===== src/rtl/hazard_ctrl_v2.sv =====
// rtl/hazard_ctrl_v2.sv - EX forwarding, load-use stall, branch flush and data-memory wait control
// Optional performance counters are built when HAZARD_PERF_CNT_EN is defined.
module hazard_ctrl_v2 #(
   parameter int REG_AW       = 5,
   parameter int FLUSH_CYCLES = 1,
   parameter int MEM_TIMEOUT  = 16,
   parameter int CNT_W        = 32
) (
   input  logic              clk,
   input  logic              rst,
   input  logic [REG_AW-1:0] rs1D,
   input  logic [REG_AW-1:0] rs2D,
   input  logic [REG_AW-1:0] rs1E,
   input  logic [REG_AW-1:0] rs2E,
   input  logic [REG_AW-1:0] rdE,
   input  logic              regwriteE,
   input  logic              isloadE,
   input  logic [REG_AW-1:0] rdM,
   input  logic              regwriteM,
   input  logic              isloadM,
   input  logic [REG_AW-1:0] rdW,
   input  logic              regwriteW,
   input  logic              isbranchtakenE,
   input  logic              memreqM,
   input  logic              memreadyM,
   output logic [1:0]        forwardaE,
   output logic [1:0]        forwardbE,
   output logic              stallF,
   output logic              stallD,
   output logic              stallE,
   output logic              stallM,
   output logic              flushD,
   output logic              flushE,
   output logic              flushW,
   output logic              memtimeout,
   output logic [CNT_W-1:0]  stallcnt,
   output logic [CNT_W-1:0]  flushcnt
);

   typedef enum logic [1:0] {RUN, MEMWAIT, FLUSH} stateT;

   stateT      state;
   logic [7:0] waitCnt;
   logic [2:0] flushCntInt;
   logic       memMiss;
   logic       loadUse;

   // A miss is detected in the same cycle the M-stage access fails, so that cycle already stalls.
   assign memMiss = memreqM && !memreadyM;
   assign loadUse = isloadE && regwriteE && (rdE != '0) && ((rdE == rs1D) || (rdE == rs2D));

   function automatic logic [1:0] fwdSel(input logic [REG_AW-1:0] rs,
                                         input logic [REG_AW-1:0] rdMem,
                                         input logic              wrMem,
                                         input logic              ldMem,
                                         input logic [REG_AW-1:0] rdWb,
                                         input logic              wrWb);
      if (wrMem && !ldMem && (rdMem != '0) && (rdMem == rs))
         return 2'b10;
      else if (wrWb && (rdWb != '0) && (rdWb == rs))
         return 2'b01;
      else
         return 2'b00;
   endfunction

   // Combinational control outputs: forwarding always, stalls/flushes by state with MEMWAIT > branch > load-use.
   always_comb begin
      forwardaE = 2'b00;
      forwardbE = 2'b00;
      stallF    = 1'b0;
      stallD    = 1'b0;
      stallE    = 1'b0;
      stallM    = 1'b0;
      flushD    = 1'b0;
      flushE    = 1'b0;
      flushW    = 1'b0;
      if (rst) begin
         forwardaE = fwdSel(rs1E, rdM, regwriteM, isloadM, rdW, regwriteW);
         forwardbE = fwdSel(rs2E, rdM, regwriteM, isloadM, rdW, regwriteW);
         case (state)
            RUN: begin
               if (memMiss) begin
                  {stallF, stallD, stallE, stallM, flushW} = 5'b11111;
               end else if (isbranchtakenE) begin
                  flushD = 1'b1;
                  flushE = 1'b1;
               end else if (loadUse) begin
                  stallF = 1'b1;
                  stallD = 1'b1;
                  flushE = 1'b1;
               end
            end
            MEMWAIT: begin
               {stallF, stallD, stallE, stallM, flushW} = 5'b11111;
            end
            FLUSH: begin
               if (memMiss)
                  {stallF, stallD, stallE, stallM, flushW} = 5'b11111;
               else
                  flushD = 1'b1;
            end
            default: ;
         endcase
      end
   end

   // State machine: memory wait with timeout, and multi-cycle branch flush.
   always_ff @(posedge clk or negedge rst) begin
      if (!rst) begin
         state       <= RUN;
         waitCnt     <= '0;
         flushCntInt <= '0;
         memtimeout  <= 1'b0;
      end else begin
         case (state)
            RUN: begin
               if (memMiss) begin
                  state   <= MEMWAIT;
                  waitCnt <= 8'd1;
               end else if (isbranchtakenE && (FLUSH_CYCLES > 1)) begin
                  state       <= FLUSH;
                  flushCntInt <= 3'(FLUSH_CYCLES - 1);
               end
            end
            MEMWAIT: begin
               if (memreadyM) begin
                  state <= RUN;
               end else if (waitCnt == 8'(MEM_TIMEOUT - 1)) begin
                  memtimeout <= 1'b1;
                  state      <= RUN;
               end else begin
                  waitCnt <= waitCnt + 8'd1;
               end
            end
            FLUSH: begin
               if (memMiss) begin
                  // Branch target is already fetched; remaining flush cycles are dropped.
                  state       <= MEMWAIT;
                  waitCnt     <= 8'd1;
                  flushCntInt <= '0;
               end else begin
                  flushCntInt <= flushCntInt - 3'd1;
                  if (flushCntInt == 3'd1)
                     state <= RUN;
               end
            end
            default: state <= RUN;
         endcase
      end
   end

`ifdef HAZARD_PERF_CNT_EN
   logic             branchFlushRun;
   logic [CNT_W-1:0] stallCntQ;
   logic [CNT_W-1:0] flushCntQ;

   assign branchFlushRun = (state == RUN) && !memMiss && isbranchtakenE;

   // Saturating counters of fetch-stall cycles and RUN-state branch flushes.
   always_ff @(posedge clk or negedge rst) begin
      if (!rst) begin
         stallCntQ <= '0;
         flushCntQ <= '0;
      end else begin
         if (stallF && (stallCntQ != '1))
            stallCntQ <= stallCntQ + 1'b1;
         if (branchFlushRun && (flushCntQ != '1))
            flushCntQ <= flushCntQ + 1'b1;
      end
   end

   assign stallcnt = stallCntQ;
   assign flushcnt = flushCntQ;
`else
   assign stallcnt = '0;
   assign flushcnt = '0;
`endif

endmodule


===== config.mk =====
export PLATFORM = sky130hd
export DESIGN_NAME = hazard_ctrl_v2
export DESIGN_NICKNAME = d
export VERILOG_FILES = /design/src/rtl/hazard_ctrl_v2.sv
export SDC_FILE = /design/constraint.sdc
export NUM_CORES = 1
export LEC_CHECK = 0
export ABC_CLOCK_PERIOD_IN_PS = 3830
export CAP_MARGIN = 20
export CORE_MARGIN = 2
export CORE_UTILIZATION = 36
export CTS_CLUSTER_SIZE = 8
export DETAILED_ROUTE_END_ITERATION = 8
export PLACE_DENSITY_LB_ADDON = 0.2
export SLEW_MARGIN = 20
export SYNTH_ARGS = -nofsm -noshare
export SYNTH_HDL_FRONTEND = slang
export SYNTH_SLANG_ARGS = --single-unit

===== constraint.sdc =====
create_clock -name clk -period 3.83 [get_ports clk]
set_input_delay 0.383 -clock clk [delete_from_list [all_inputs] [get_ports clk]]
set_output_delay 0.383 -clock clk [all_outputs]
set_load 0.01 [all_outputs]

==> run_results.csv, run 1 <==
group,metric,value,unit
status,status,"completed",
critical_path,crit_type,"primary input to primary output",
critical_path,path_depth,6,
clock_tree,postCtsSetupBuffers,0,
synthesis,synth-seq-area-share,0.167,
cells_and_area,final_layout_size_suffix_gt1_frac,0.0591,
die,dieArea,4700,sq um
clock_tree,clockBufferDepth,2,
sta,slew_violations,0,
synthesis,synth_area_leaders,"buf_4 (34%), dfrtp_1 (17%), xor2_1 (12%), xnor2_1 (8.2%), nor4_2 (3.3%)",
critical_path,cp_top_family,"buffers and inverters",
drt,routed_wl,3040,um
sta,fmax,359,MHz
grt,grt_pass1_wl,4430,um
drt,drtIter0Drc,26,
sta,fin_skew,1.65,ps
die,die_w,68.5,um
synthesis,synth.most_common_cell,"buf_4",
synthesis,synth_top_area_cell,"buf_4",
clock_tree,ctsHoldBuffers,0,
critical_path,worstPathCellList,"clkdlybuf4s50_1 -> xor2_1 -> nor3_1 -> a22oi_1 -> o41ai_1 -> clkdlybuf4s50_1",
placed_design,postPlaceCellArea,1860,sq um
cells_and_area,regArea,250,sq um
pwr,total_power,0.424,mW
critical_path,path_common_cell,"clkdlybuf4s50_1",
clock_tree,htreeDepth,1,
synthesis,ys_types,35,
critical_path,slowest_delay,610,ps
synthesis,yosys-top-cells-count,"buf_4 (67), xor2_1 (20), xnor2_1 (14), nor2_1 (11), dfrtp_1 (10)",
critical_path,path_buf_inv,2,
placed_design,place_inst,283,
die,start_util,0.375,
drt,wire_per_inst,10.6,um
synthesis,syn_inst,181,
cells_and_area,instances_no_fill,287,
synthesis,synth_flop_cell,"dfrtp_1",
pwr,leakage,0.851,nW
drt,viasPerCell,4.15,
sta,rsz0062_at_grt,"false",
critical_path,arrival,2400,ps
grt,grt_usage,0.127,
cells_and_area,postLayoutCellArea,1910,sq um
pwr,swShare,0.319,
die,placementRows,23,
synthesis,synth_top_area_share,0.336,
clock_tree,ctsResizeCount,0,
drt,drcViolationCount,0,
clock_tree,cts_num_sinks,10,
cells_and_area,antenna_cells,0,
critical_path,critPathSlowestCell,"clkdlybuf4s50_1",
placed_design,dp_hpwl,2700,um
critical_path,r2r_cells,5,
sta,slew_headroom,0.663,
grt,grt_pass1_vias,956,
placed_design,port_buffers,56,
placed_design,gp_congestion,0.769,
drt,drt-pass1-iter-count,4,
critical_path,crit_required,3450,ps
clock_tree,numCtsBuffers,3,
synthesis,synth-seq-cells,10,
hold_path,hp-class,"primary input to asynchronous set/reset pin",
clock_tree,clkTransAtPathRegs,50,ps
drt,vias,1191,
synthesis,synth_warnings,0,
cells_and_area,multiInputGateArea,967,sq um
synthesis,synth_area,1500,sq um
die,dieHeight,68.5,um
sta,hold_ws,432,ps
pwr,powerDensity,222,nW/um^2
cells_and_area,area_delta_synth_final,27.7,%
clock_tree,cts_root_buf,"clkbuf_8",
sta,worstMarginPinSlew,502,ps
sta,period_needed,2780,ps
critical_path,path_max_fanout,3,
grt,antenna_found_initial,0,
clock_tree,cts_tree,"yes",
synthesis,postSynthAreaPerCell,8.28,sq um
clock_tree,insertion_delay,230,ps
pwr,seqPwrFrac,0.298,
cells_and_area,num-fill-cells,420,
synthesis,synth_edf_count,0,
synthesis,postSynth.asyncResetShare,1.00,
drt,antenna_left,0,
critical_path,cp-end-kind,"primary output",
sta,hold_violations,0,
die,ioPinCount,121,
sta,post-route-period-util,0.726,
sta,setup_tns,0,ps
sta,setup_violations,0,
pwr,intPower,0.289,mW
grt,grt_overflow_total,0,
die,core_area,4000,sq um
pwr,peakVddDrop,0.125,mV
pwr,pwr-share-comb,0.392,
pwr,pwr-share-clk,0.310,
grt,grt_max_degree,10,
job,drv_cap,0,
cells_and_area,nNetsFinal,284,
pwr,p_switching,0.135,mW
critical_path,startpoint_type,"primary input",
cell families after synthesis:
logic type,Yosys count,synth area share
XOR/XNOR,34,0.199
buffers and inverters,71,0.346
other,1,0.00250
AO/OA/AOI/OAI,16,0.0868
AND/OR/NAND/NOR,48,0.191
flip-flops,10,0.167
adder cells (fa/ha/maj),1,0.00835
metal layers:
| layer | part of all wire | global-route usage | vias to the layer above |
|---|---|---|---|
| met2 | 0.50 | 0.203 | 60 |
| met3 | 0.078 | 0.0341 | 2 |
| met1 | 0.42 | 0.171 | 527 |
| met5 | 0 | 0 | - |
| li1 | - | - | 602 |
| met4 | 0.0026 | 0.0300 | 0 |
worst paths after layout:
path                             from         end  slack, ps
setup / recovery               rdE[2]      stallD       1050
hold / removal                    rst  waitCnt[6]        430
setup reg to reg           waitCnt[0]  waitCnt[3]       2130
hold reg to reg            memtimeout  memtimeout        470
max in group asynchronous         rst  waitCnt[4]       2950
min in group clk           memtimeout  memtimeout        470
flip-flops by register name, summed over array words and instances, names as in the netlist:
name	count
memtimeout	1
state	1
waitCnt	8
placed cells by master, fill, tap and decap left out, drive strengths merged, types with 2 or more instances in the layout:
cell type | synthesis | layout
a21oi | 2 | 2
a22oi | 2 | 2
a31o | 3 | 3
a31oi | 2 | 2
and2 | 2 | 2
and3 | 3 | 3
clkbuf | 1 | 4
clkdlybuf4s50 | 0 | 56
conb | 1 | 64
dfrtp | 10 | 10
inv | 3 | 3
nand2 | 4 | 4
nand2b | 2 | 2
nand3 | 6 | 6
nand4 | 4 | 4
nor2 | 11 | 11
nor2b | 2 | 2
nor3 | 3 | 3
nor4 | 6 | 6
or4 | 3 | 3
xnor2 | 14 | 14
xor2 | 20 | 20
per-stage QoR:
stage | worst slack (ps) | util
global route | 912 | 0.479
CTS | 1030 | 0.479
finish | 1050 | 0.479
detailed placement | 1050 | 0.465
global placement | 1050 | 0.465
floorplan | 1800 | -
power by group through the flow:
stage | combinational [mW] | clock [mW] | sequential [mW]
final | 0.166 | 0.131 | 0.127
after global routing | 0.187 | 0.143 | 0.129
after CTS | 0.167 | 0.135 | 0.126
after detailed placement | 0.166 | 0 | 0.128
after global placement | 0.166 | 0 | 0.128
after floorplan | 0.138 | 0 | 0.125
area by class of cell:
type                       instances  area share
clock buffer                       4      0.0288
inverter                           3     0.00588
multi-input combinational        163       0.505
sequential                        10       0.131
tap                               50      0.0327
timing repair buffer              57       0.297
worst register-to-register path, delay by kind of cell, from the launching register on:
family,cells,cell delay [ps]
and+or+nand+nor,1,270
adders and majority gates,1,250
DFF,1,410
AOI/OAI and AO/OA,3,660
(Power assumes the default switching activity.)
==> run 2, diff against run 1 <==
Settings changed: ABC_CLOCK_PERIOD_IN_PS 3830 to 2690, CORE_UTILIZATION 36 to 33.
Clock period 3.83 ns to 2.69 ns, I/O delays scaled along.
==> run_results.csv, run 2 (synthesis results as in run 1) <==
group,metric,value,unit
status,status,"completed",
drt,vias,1226,
cells_and_area,top_register,"waitCnt",
cells_and_area,antenna_cells,0,
sta,rsz0062_at_grt,"false",
critical_path,cp_top_family,"buffers and inverters",
critical_path,slowest_delay,600,ps
sta,setup_violations,0,
grt,antenna_found_initial,0,
die,die_w,71.4,um
pwr,pwr-share-clk,0.309,
job,drv_cap,0,
critical_path,path_common_cell,"clkdlybuf4s50_1",
critical_path,rr_endpoint,"waitCnt[3]",
pwr,pwr-share-comb,0.397,
cells_and_area,instances_no_fill,293,
drt,drt-pass1-iter-count,5,
drt,drtIter0Drc,23,
placed_design,dp_worst_setup_slack,119,ps
pwr,intPower,0.416,mW
clock_tree,clkTransAtPathRegs,50,ps
drt,antenna_left,0,
critical_path,worstPathCellList,"clkdlybuf4s50_1 -> or4_1 -> o21ai_1 -> nor4_1 -> nor4_2 -> clkdlybuf4s50_1",
critical_path,path_max_fanout,2,
sta,hold_ws,436,ps
critical_path,r2r-start,"waitCnt[0]",
critical_path,startpoint_type,"primary input",
grt,grt_pass1_wl,4870,um
cells_and_area,reg_top3,"waitCnt (8), memtimeout (1), state (1)",
hold_path,hp-class,"primary input to asynchronous set/reset pin",
critical_path,crit_required,2420,ps
sta,layout_setup_ws,169,ps
die,placementRows,24,
clock_tree,insertion_delay,240,ps
drt,drcViolationCount,0,
critical_path,critPathSlowestCell,"clkdlybuf4s50_1",
critical_path,cp-end-kind,"primary output",
grt,grtUsageMet1,0.156,
placed_design,port_buffers,56,
sta,hold_violations,0,
placed_design,place_inst,289,
clock_tree,numCtsBuffers,3,
die,start_util,0.344,
cells_and_area,area_delta_synth_final,30.4,%
critical_path,path_depth,6,
grt,gr-usage-met2,0.194,
cells_and_area,final_layout_size_suffix_gt1_frac,0.0788,
die,dieArea,5100,sq um
drt,viasPerCell,4.18,
sta,slew_violations,0,
grt,grt_max_degree,9,
pwr,swShare,0.323,
clock_tree,ctsResizeCount,0,
critical_path,r2r_cells,5,
clock_tree,htreeDepth,1,
cells_and_area,final_cell_mix,"conb_1 (64), clkdlybuf4s50_1 (56), xor2_1 (20), xnor2_1 (14), nor2_1 (11)",
sta,fmax,397,MHz
pwr,leakage,0.875,nW
sta,fin_skew,4.72,ps
cells_and_area,num-fill-cells,426,
cells_and_area,nNetsFinal,288,
grt,grt_usage,0.118,
pwr,seqPwrFrac,0.294,
grt,grt_pass1_vias,1056,
critical_path,crit_type,"primary input to primary output",
critical_path,arrival,2250,ps
clock_tree,postCtsSetupBuffers,0,
critical_path,ff2ff_setup_slack,1000,ps
clock_tree,cts_num_sinks,10,
clock_tree,clockBufferDepth,2,
clock_tree,ctsHoldBuffers,0,
die,ioPinCount,121,
pwr,powerDensity,314,nW/um^2
die,dieHeight,71.4,um
critical_path,path_buf_inv,2,
cells_and_area,largest_register_ffs,8,
pwr,p_switching,0.199,mW
grt,gr-max-usage-layer,"met2",
placed_design,gp_congestion,0.775,
placed_design,dp_hpwl,2830,um
grt,grt_overflow_total,0,
pwr,total_power,0.614,mW
clock_tree,cts_root_buf,"clkbuf_8",
cells_and_area,layout_commonest_cell,"conb_1",
drt,wire_per_inst,10.9,um
sta,setup_tns,0,ps
pwr,peakVddDrop,0.199,mV
clock_tree,cts_tree,"yes",
die,core_area,4350,sq um
sta,post-route-period-util,0.937,
sta,period_needed,2520,ps
grt,grtUsageMet3,0.0323,
drt,routed_wl,3180,um
## run 2: changes by cell type in the layout (fill, tap and decap cells not counted)
cell | previous run | this run
buf_4 | 1 | 5
o41ai_1 | 1 | 0
o41ai_2 | 0 | 1
## run 2: cell type report
cell class,count,area (sq um),area share
multi-input cells,163,975,0.499
well taps,52,65.1,0.0333
repair buffers,61,598,0.306
clock buffers,4,55.1,0.0282
inverters,3,11.3,0.00576
flip-flops and latches,10,250,0.128
## run 2: through the flow
step | instance area [sq um] | utilization
after floorplan | 1740 | -
after detailed placement | 1890 | 0.434
after CTS | 1950 | 0.447
after global routing | 1950 | 0.449
final | 1950 | 0.449
after global placement | 1890 | 0.434
## run 2: how the worst max path moves through the flow
| stage | end | slack, ps | startpoint |
|---|---|---|---|
| floorplan | stallF | 890 | rdE[2] |
| global placement | stallD | 160 | rdE[1] |
| detailed placement | stallF | 120 | rdE[2] |
| CTS | stallF | 120 | rdE[2] |
| global route | forwardbE[0] | 20 | rdM[1] |
| finish | forwardbE[0] | 170 | rdM[1] |
## run 2: metal layers
metal	part of all wire	vias to the layer above
met5	0	-
met4	0.0091	0
met3	0.062	4
met2	0.51	50
met1	0.42	570
li1	-	602
## run 2: power groups by stage
| stage | Clock, mW | Sequential [mW] | Combinational, mW |
|---|---|---|---|
| global placement | 0 | 0.182 | 0.240 |
| detailed placement | 0 | 0.183 | 0.241 |
| floorplan | 0 | 0.179 | 0.197 |
| global route | 0.197 | 0.184 | 0.268 |
| CTS | 0.195 | 0.180 | 0.243 |
| finish | 0.190 | 0.180 | 0.244 |
